File: src/rtl/fetch_unit.sv
// RV32I instruction fetch stage: PC register, synchronous-read BRAM request path,
// and a one-entry skid buffer that keeps the in-flight word when decode stalls.
module fetch_unit #(
  parameter logic [31:0] RESET_PC = 32'h0000_0000,
  parameter int          IMEM_AW  = 14,
  parameter logic [31:0] NOP      = 32'h0000_0013
) (
  input  logic               clk,
  input  logic               rst_n,
  output logic               imem_en,
  output logic [IMEM_AW-1:0] imem_addr,
  input  logic [31:0]        imem_rdata,
  input  logic               redirect,
  input  logic [31:0]        redirect_pc,
  input  logic               stall,
  output logic [31:0]        instr_code,
  output logic [31:0]        instr_pc,
  output logic               instr_valid
);

  logic [31:0] pc_r;
  logic [31:0] req_pc_r;
  logic        req_pending_r;
  logic [31:0] skid_code_r;
  logic [31:0] skid_pc_r;
  logic        skid_valid_r;
  logic [31:0] instr_code_r;
  logic [31:0] instr_pc_r;
  logic        instr_valid_r;

  logic        issue_s;
  logic        ld_s;
  logic [31:0] fetch_addr_s;

  // Issue decision, word-aligned fetch address and output load enable
  always_comb begin
    issue_s      = redirect | ~stall;
    ld_s         = ~stall | ~instr_valid_r;
    fetch_addr_s = (redirect ? redirect_pc : pc_r) & ~32'h0000_0003;
  end

  assign imem_en     = issue_s & rst_n;
  assign imem_addr   = fetch_addr_s[IMEM_AW+1:2];
  assign instr_code  = instr_code_r;
  assign instr_pc    = instr_pc_r;
  assign instr_valid = instr_valid_r;

  // PC advance and tracking of the request whose data returns next cycle
  always_ff @(posedge clk or negedge rst_n) begin
    if (!rst_n) begin
      pc_r          <= RESET_PC;
      req_pc_r      <= 32'h0000_0000;
      req_pending_r <= 1'b0;
    end else begin
      req_pending_r <= issue_s;
      if (issue_s) begin
        pc_r     <= fetch_addr_s + 32'd4;
        req_pc_r <= fetch_addr_s;
      end else begin
        pc_r     <= pc_r;
        req_pc_r <= req_pc_r;
      end
    end
  end

  // Response routing between the output register and the skid entry
  always_ff @(posedge clk or negedge rst_n) begin
    if (!rst_n) begin
      skid_valid_r  <= 1'b0;
      skid_code_r   <= 32'h0000_0000;
      skid_pc_r     <= 32'h0000_0000;
      instr_valid_r <= 1'b0;
      instr_code_r  <= NOP;
      instr_pc_r    <= 32'h0000_0000;
    end else if (redirect) begin
      // The response arriving now belongs to the abandoned path
      skid_valid_r  <= 1'b0;
      instr_valid_r <= 1'b0;
      instr_code_r  <= NOP;
    end else if (ld_s) begin
      if (skid_valid_r) begin
        instr_valid_r <= 1'b1;
        instr_code_r  <= skid_code_r;
        instr_pc_r    <= skid_pc_r;
        skid_valid_r  <= req_pending_r;
        if (req_pending_r) begin
          skid_code_r <= imem_rdata;
          skid_pc_r   <= req_pc_r;
        end else begin
          skid_code_r <= skid_code_r;
          skid_pc_r   <= skid_pc_r;
        end
      end else if (req_pending_r) begin
        instr_valid_r <= 1'b1;
        instr_code_r  <= imem_rdata;
        instr_pc_r    <= req_pc_r;
      end else begin
        instr_valid_r <= 1'b0;
        instr_code_r  <= NOP;
      end
    end else begin
      if (req_pending_r) begin
        skid_valid_r <= 1'b1;
        skid_code_r  <= imem_rdata;
        skid_pc_r    <= req_pc_r;
      end else begin
        skid_valid_r <= skid_valid_r;
      end
    end
  end

  fetch_unit_chk u_chk (
    .clk        (clk),
    .rst_n      (rst_n),
    .redirect   (redirect),
    .ld         (ld_s),
    .resp       (req_pending_r),
    .skid_valid (skid_valid_r)
  );

endmodule

// Runtime checks for fetch_unit; the skid entry must never be overwritten.
module fetch_unit_chk (
  input logic clk,
  input logic rst_n,
  input logic redirect,
  input logic ld,
  input logic resp,
  input logic skid_valid
);

  a_skid_no_overflow: assert property (@(posedge clk) disable iff (!rst_n)
    !(~redirect & ~ld & resp & skid_valid))
    else $error("fetch_unit: response arrived while skid entry occupied and output held");

endmodule

File: config.mk
export PLATFORM = sky130hd
export DESIGN_NAME = fetch_unit
export DESIGN_NICKNAME = d
export VERILOG_FILES = /design/src/rtl/fetch_unit.sv
export SDC_FILE = /design/constraint.sdc
export NUM_CORES = 1
export LEC_CHECK = 0
export ABC_AREA = 1
export BUFFER_PORTS_ARGS = -buffer_cell sky130_fd_sc_hd__buf_2
export CAP_MARGIN = 20
export CORE_AREA = 2 2 151 116
export DETAILED_ROUTE_END_ITERATION = 12
export DIE_AREA = 0 0 153 118
export PLACE_DENSITY_LB_ADDON = 0.25
export SYNTH_ARGS = -nofsm -noshare
export SYNTH_HDL_FRONTEND = slang
export SYNTH_SLANG_ARGS = --single-unit
File: constraint.sdc
create_clock -name clk -period 3.7 [get_ports clk]
set_input_delay 0.555 -clock clk [delete_from_list [all_inputs] [get_ports clk]]
set_output_delay 0.555 -clock clk [all_outputs]
set_load 0.02 [all_outputs]
After elaboration in Yosys (flattened, before gate mapping)
Index checks and enable logic that the tools add are counted. Widths: inputs -> output; s select.

Bits in writable memories: 0. Memories kept: 0. Bits in read-only memories: 0. Word-level logic and storage cells: 43. Register bits after elaboration: 193. Input bits: 68. Output and inout port bits: 80. Latch bits: 0.

Equality and inequality tests: 1. Shifts and indexed selects: 0. Add/subtract/negate cells: 1. Mux-type cells: 21. $lt $le $gt $ge: 0. Divide/modulo/power cells: 0. Bitwise gates (word level): 6. Reductions and logical operators: 5. $mul: 0.

Operators with widths (count): $mux 32 (13); $add 32x3->32 const B (1); $mux 1 (8); $reduce_bool 2->1 (2); $not 1->1 (3); $reduce_and 3->1 (1); $reduce_bool 3->1 (1); $ne 2x2->1 const B (1); $or 1x1->1 (2); $reduce_and 2->1 (1); $and 1x1->1 (1).

Longest topological paths before layout
Depth in word-level cells: 4. Depth in mapped cells: 13. Depth with buffers taken out: 11.

Worst setup path before layout
Ideal clock, no wire load.

Kind: in2out. Start point: in redirect. End point: out imem_en. Path slack: 1628 ps. Arrival: 1517 ps. Stages: 7. Required time: 3145 ps. Path buffers: 3. Path through: buf_6 -> inv_6 -> buf_6 -> nand2_2 -> inv_2 -> clkbuf_1 -> nor2_1.

Word-level cells in the longest chain between the ends: 2.

Ends and longest elaborated chain: start: declaration (line 13) `input logic redirect,`; $or 1x1->1 (line 37) `issue_s = redirect | ~stall;`; $and 1x1->1 (line 42) `assign imem_en = issue_s & rst_n;`; end: declaration (line 10) `output logic imem_en,`.

Every way passes these cells.

Worst setup path in the final report
Ends and elaborated chain as after synthesis.

==> metrics <==
Starting Density about 54%; Setup crit start kind input port; Avg Inst Size Synth 8.74 um^2; max-cap check violation count 0; Core Region 16,600 um^2; antenna cells 0; R2R Setup Slk 1690 ps; synth top area cells dfrtp_1, nand2_1, mux2_2; initial antenna violation count 0; status completed; crit-path leading delay family buffers and inverters; Crit. End Element output port; Period minus WS final 2420 ps; Largest stage delay, worst path 480 ps; clock root buffer clkbuf_16; R2R Path Start instr_valid; fin util 61.9%; Skew-Pair Late Insertion Delay 450 ps; DRT iter0 DRCs 592; Cell Rows 41; vias in the first global route 6,793; post-synth cell types 37; RSZ-0062 raised after global routing false; cell mode on critical path buf_2; DP HPWL 13,600 um; Hold Vio Cnt, Final 0; die area approximately 18,000 um^2; fin nets 1,194; compound-gate portion of the synthesized area 11.7%; Post-CTS Setup Bufs 0; mux cell area share after synthesis 4.28%; leak pwr 5.00 nW; Routability Congestion 0.891; largest net degree at the start of global routing about 120; Post-Synth Adder-Cell Area less than 1%; Worst Path Required 3140 ps; First-pass DRT Iterations 7; post-route ant nets 0; die width roughly 150 um; Post-synth top cells nand2_1, dfrtp_1, nor2_1, o21ai_0, inv_1; final setup vio count 0; CTS Buf Count 17; simple-gate portion of the synthesized area 23.8%; Resized cells post-CTS 0; via count 7,187; crit path kind in2out; FMAX between 0.4 and 0.5 GHz; max-slew violation count 0; register bit total from synthesis 187; dominant synthesized flop cell dfrtp_1; Mapped Area 8920 um^2; post-DR vias/cell 5.31; CP max FO 32; Yosys top cell by area dfrtp_1; Slew headroom 50.3%; YS warnings 0; first-pass GRT wire length 34,800 um; grt ovf 0; R2R Path End instr_pc[13]; post-synth top area share 51.6%; Max Root-Sink Buffers 2; crit path cell chain buf_2 -> inv_6 -> nand2_2 -> inv_2 -> nor2_1 -> buf_2; Worst path slowest cell buf_2; Tot GR Track Use about a quarter; largest family of logic cells by synthesized area simple AND/OR/NAND/NOR gates; Post-synth EDFFs 0; fraction of layout cells with a size suffix above 1 24.9%; worst min-delay path category in2async; fin crit share 65.5%; fillers between 1,000 and 1,500; IO buf count 143; xor and xnor area share after synthesis less than 1%; Ports 148; area grow syn2layout 14.9%; slew at the pin with the worst max-slew slack 746 ps; CP Data Arrival Time 1870 ps; die height 118 um; DRC viols 0; CTS tree yes; CTS Sinks 187; Crit path buffers/inverters 4; most common cell in the netlist nand2_1; P per Cell Area approximately 540 nW/um^2; # hold bufs at CTS 0; sequential fraction of the synthesis area 52.5%; Reg2Reg Depth 8; Clock transition at path regs 70 ps; wire length per cell around 15 um; Sum Neg Setup Slack 0 ps; final WL ~21,000 um; ys async rst share 100%; H-tree levels 4; Max VDD drop roughly 0.35 mV; Mapped Cells 1,021; Final Skew roughly 14 ps
==> cell type report <==
type	count	area [um^2]	area share (%)
multi-input cells	701	3590	35.0
clock buffers	18	439	4.28
flip-flops and latches	187	4680	45.7
repair buffers	154	845	8.23
inverters	64	245	2.39
clock inverters	14	181	1.77
well taps	215	269	2.62
==> through the flow <==
| step | power, mW | std cells | hold WS (ps) | area, um^2 | worst slack, ps |
|---|---|---|---|---|---|
| floorplan | 3.35 | 1022 | 259 | 8930 | 1630 |
| global placement | 3.66 | 1321 | 460 | 9640 | 1030 |
| detailed placement | 3.69 | 1321 | 467 | 9640 | 999 |
| CTS | 5.60 | 1353 | 115 | 10300 | 1230 |
| global route | 5.86 | 1353 | 124 | 10300 | 1130 |
| finish | 5.56 | 1353 | 80.0 | 10300 | 1280 |
==> sequential cells by signal (all words and copies together) (netlist names) <==
name and count:
instr_code 32, skid_pc_r 30, instr_valid 1, pc_r 30, req_pc_r 30, skid_valid_r 1, req_pending_r 1, skid_code_r 32
instr_pc 30
==> cells by family (layout without fill, tap and decap cells) <==
family,count (synthesis),in the layout
AO/OA/AOI/OAI,175,175
XOR/XNOR,1,1
adder cells (fa/ha/maj),1,1
buffers and inverters,134,250
flip-flops,187,187
multiplexers,34,34
other,1,2
AND/OR/NAND/NOR,488,488
==> cell usage in the layout, fill, tap and decap left out, drive strengths merged, types with 2 or more instances in the layout <==
cell    netlist  layout
nand2       329     329
dfrtp       184     184
buf          44     153
nor2        110     110
o21ai        72      72
inv          64      70
nand3        46      46
mux2         33      33
a31oi        31      31
a22oi        29      29
a21oi        28      28
clkbuf       26      19
clkinv        0       6
o21bai        5       5
o211ai        4       4
o22ai         4       4
dfstp         3       3
nand4         2       2
conb          1       2
bufinv        0       2
==> worst max-delay path by stage <==
stage | from | to | slack, ps | cells after the start
floorplan | redirect | imem_en | 1630 | 7
global placement | redirect | pc_r[30] | 1030 | 12
detailed placement | redirect | pc_r[30] | 1000 | 12
CTS | redirect | imem_en | 1230 | 6
global route | redirect | imem_en | 1130 | 6
finish | redirect | imem_en | 1280 | 6
==> report_power, final <==
group	leakage [nW]	internal, mW	switching [mW]
Clock	0.305	1.04	0.863
Combinational	2.42	0.389	0.671
Sequential	2.28	2.41	0.190
Total	5.00	3.84	1.72
==> metal layers <==
layer	share of wire [%]	vias to the layer above	global-route usage [%]	wire length [um]
met5	0	-	0	0
met2	45	206	36.4	9380
li1	-	3531	-	-
met4	2.2	0	8.39	454
met3	4.9	34	4.71	1020
met1	48	3416	35.0	9880
No activity file was read; power rests on OpenSTA's default activity.
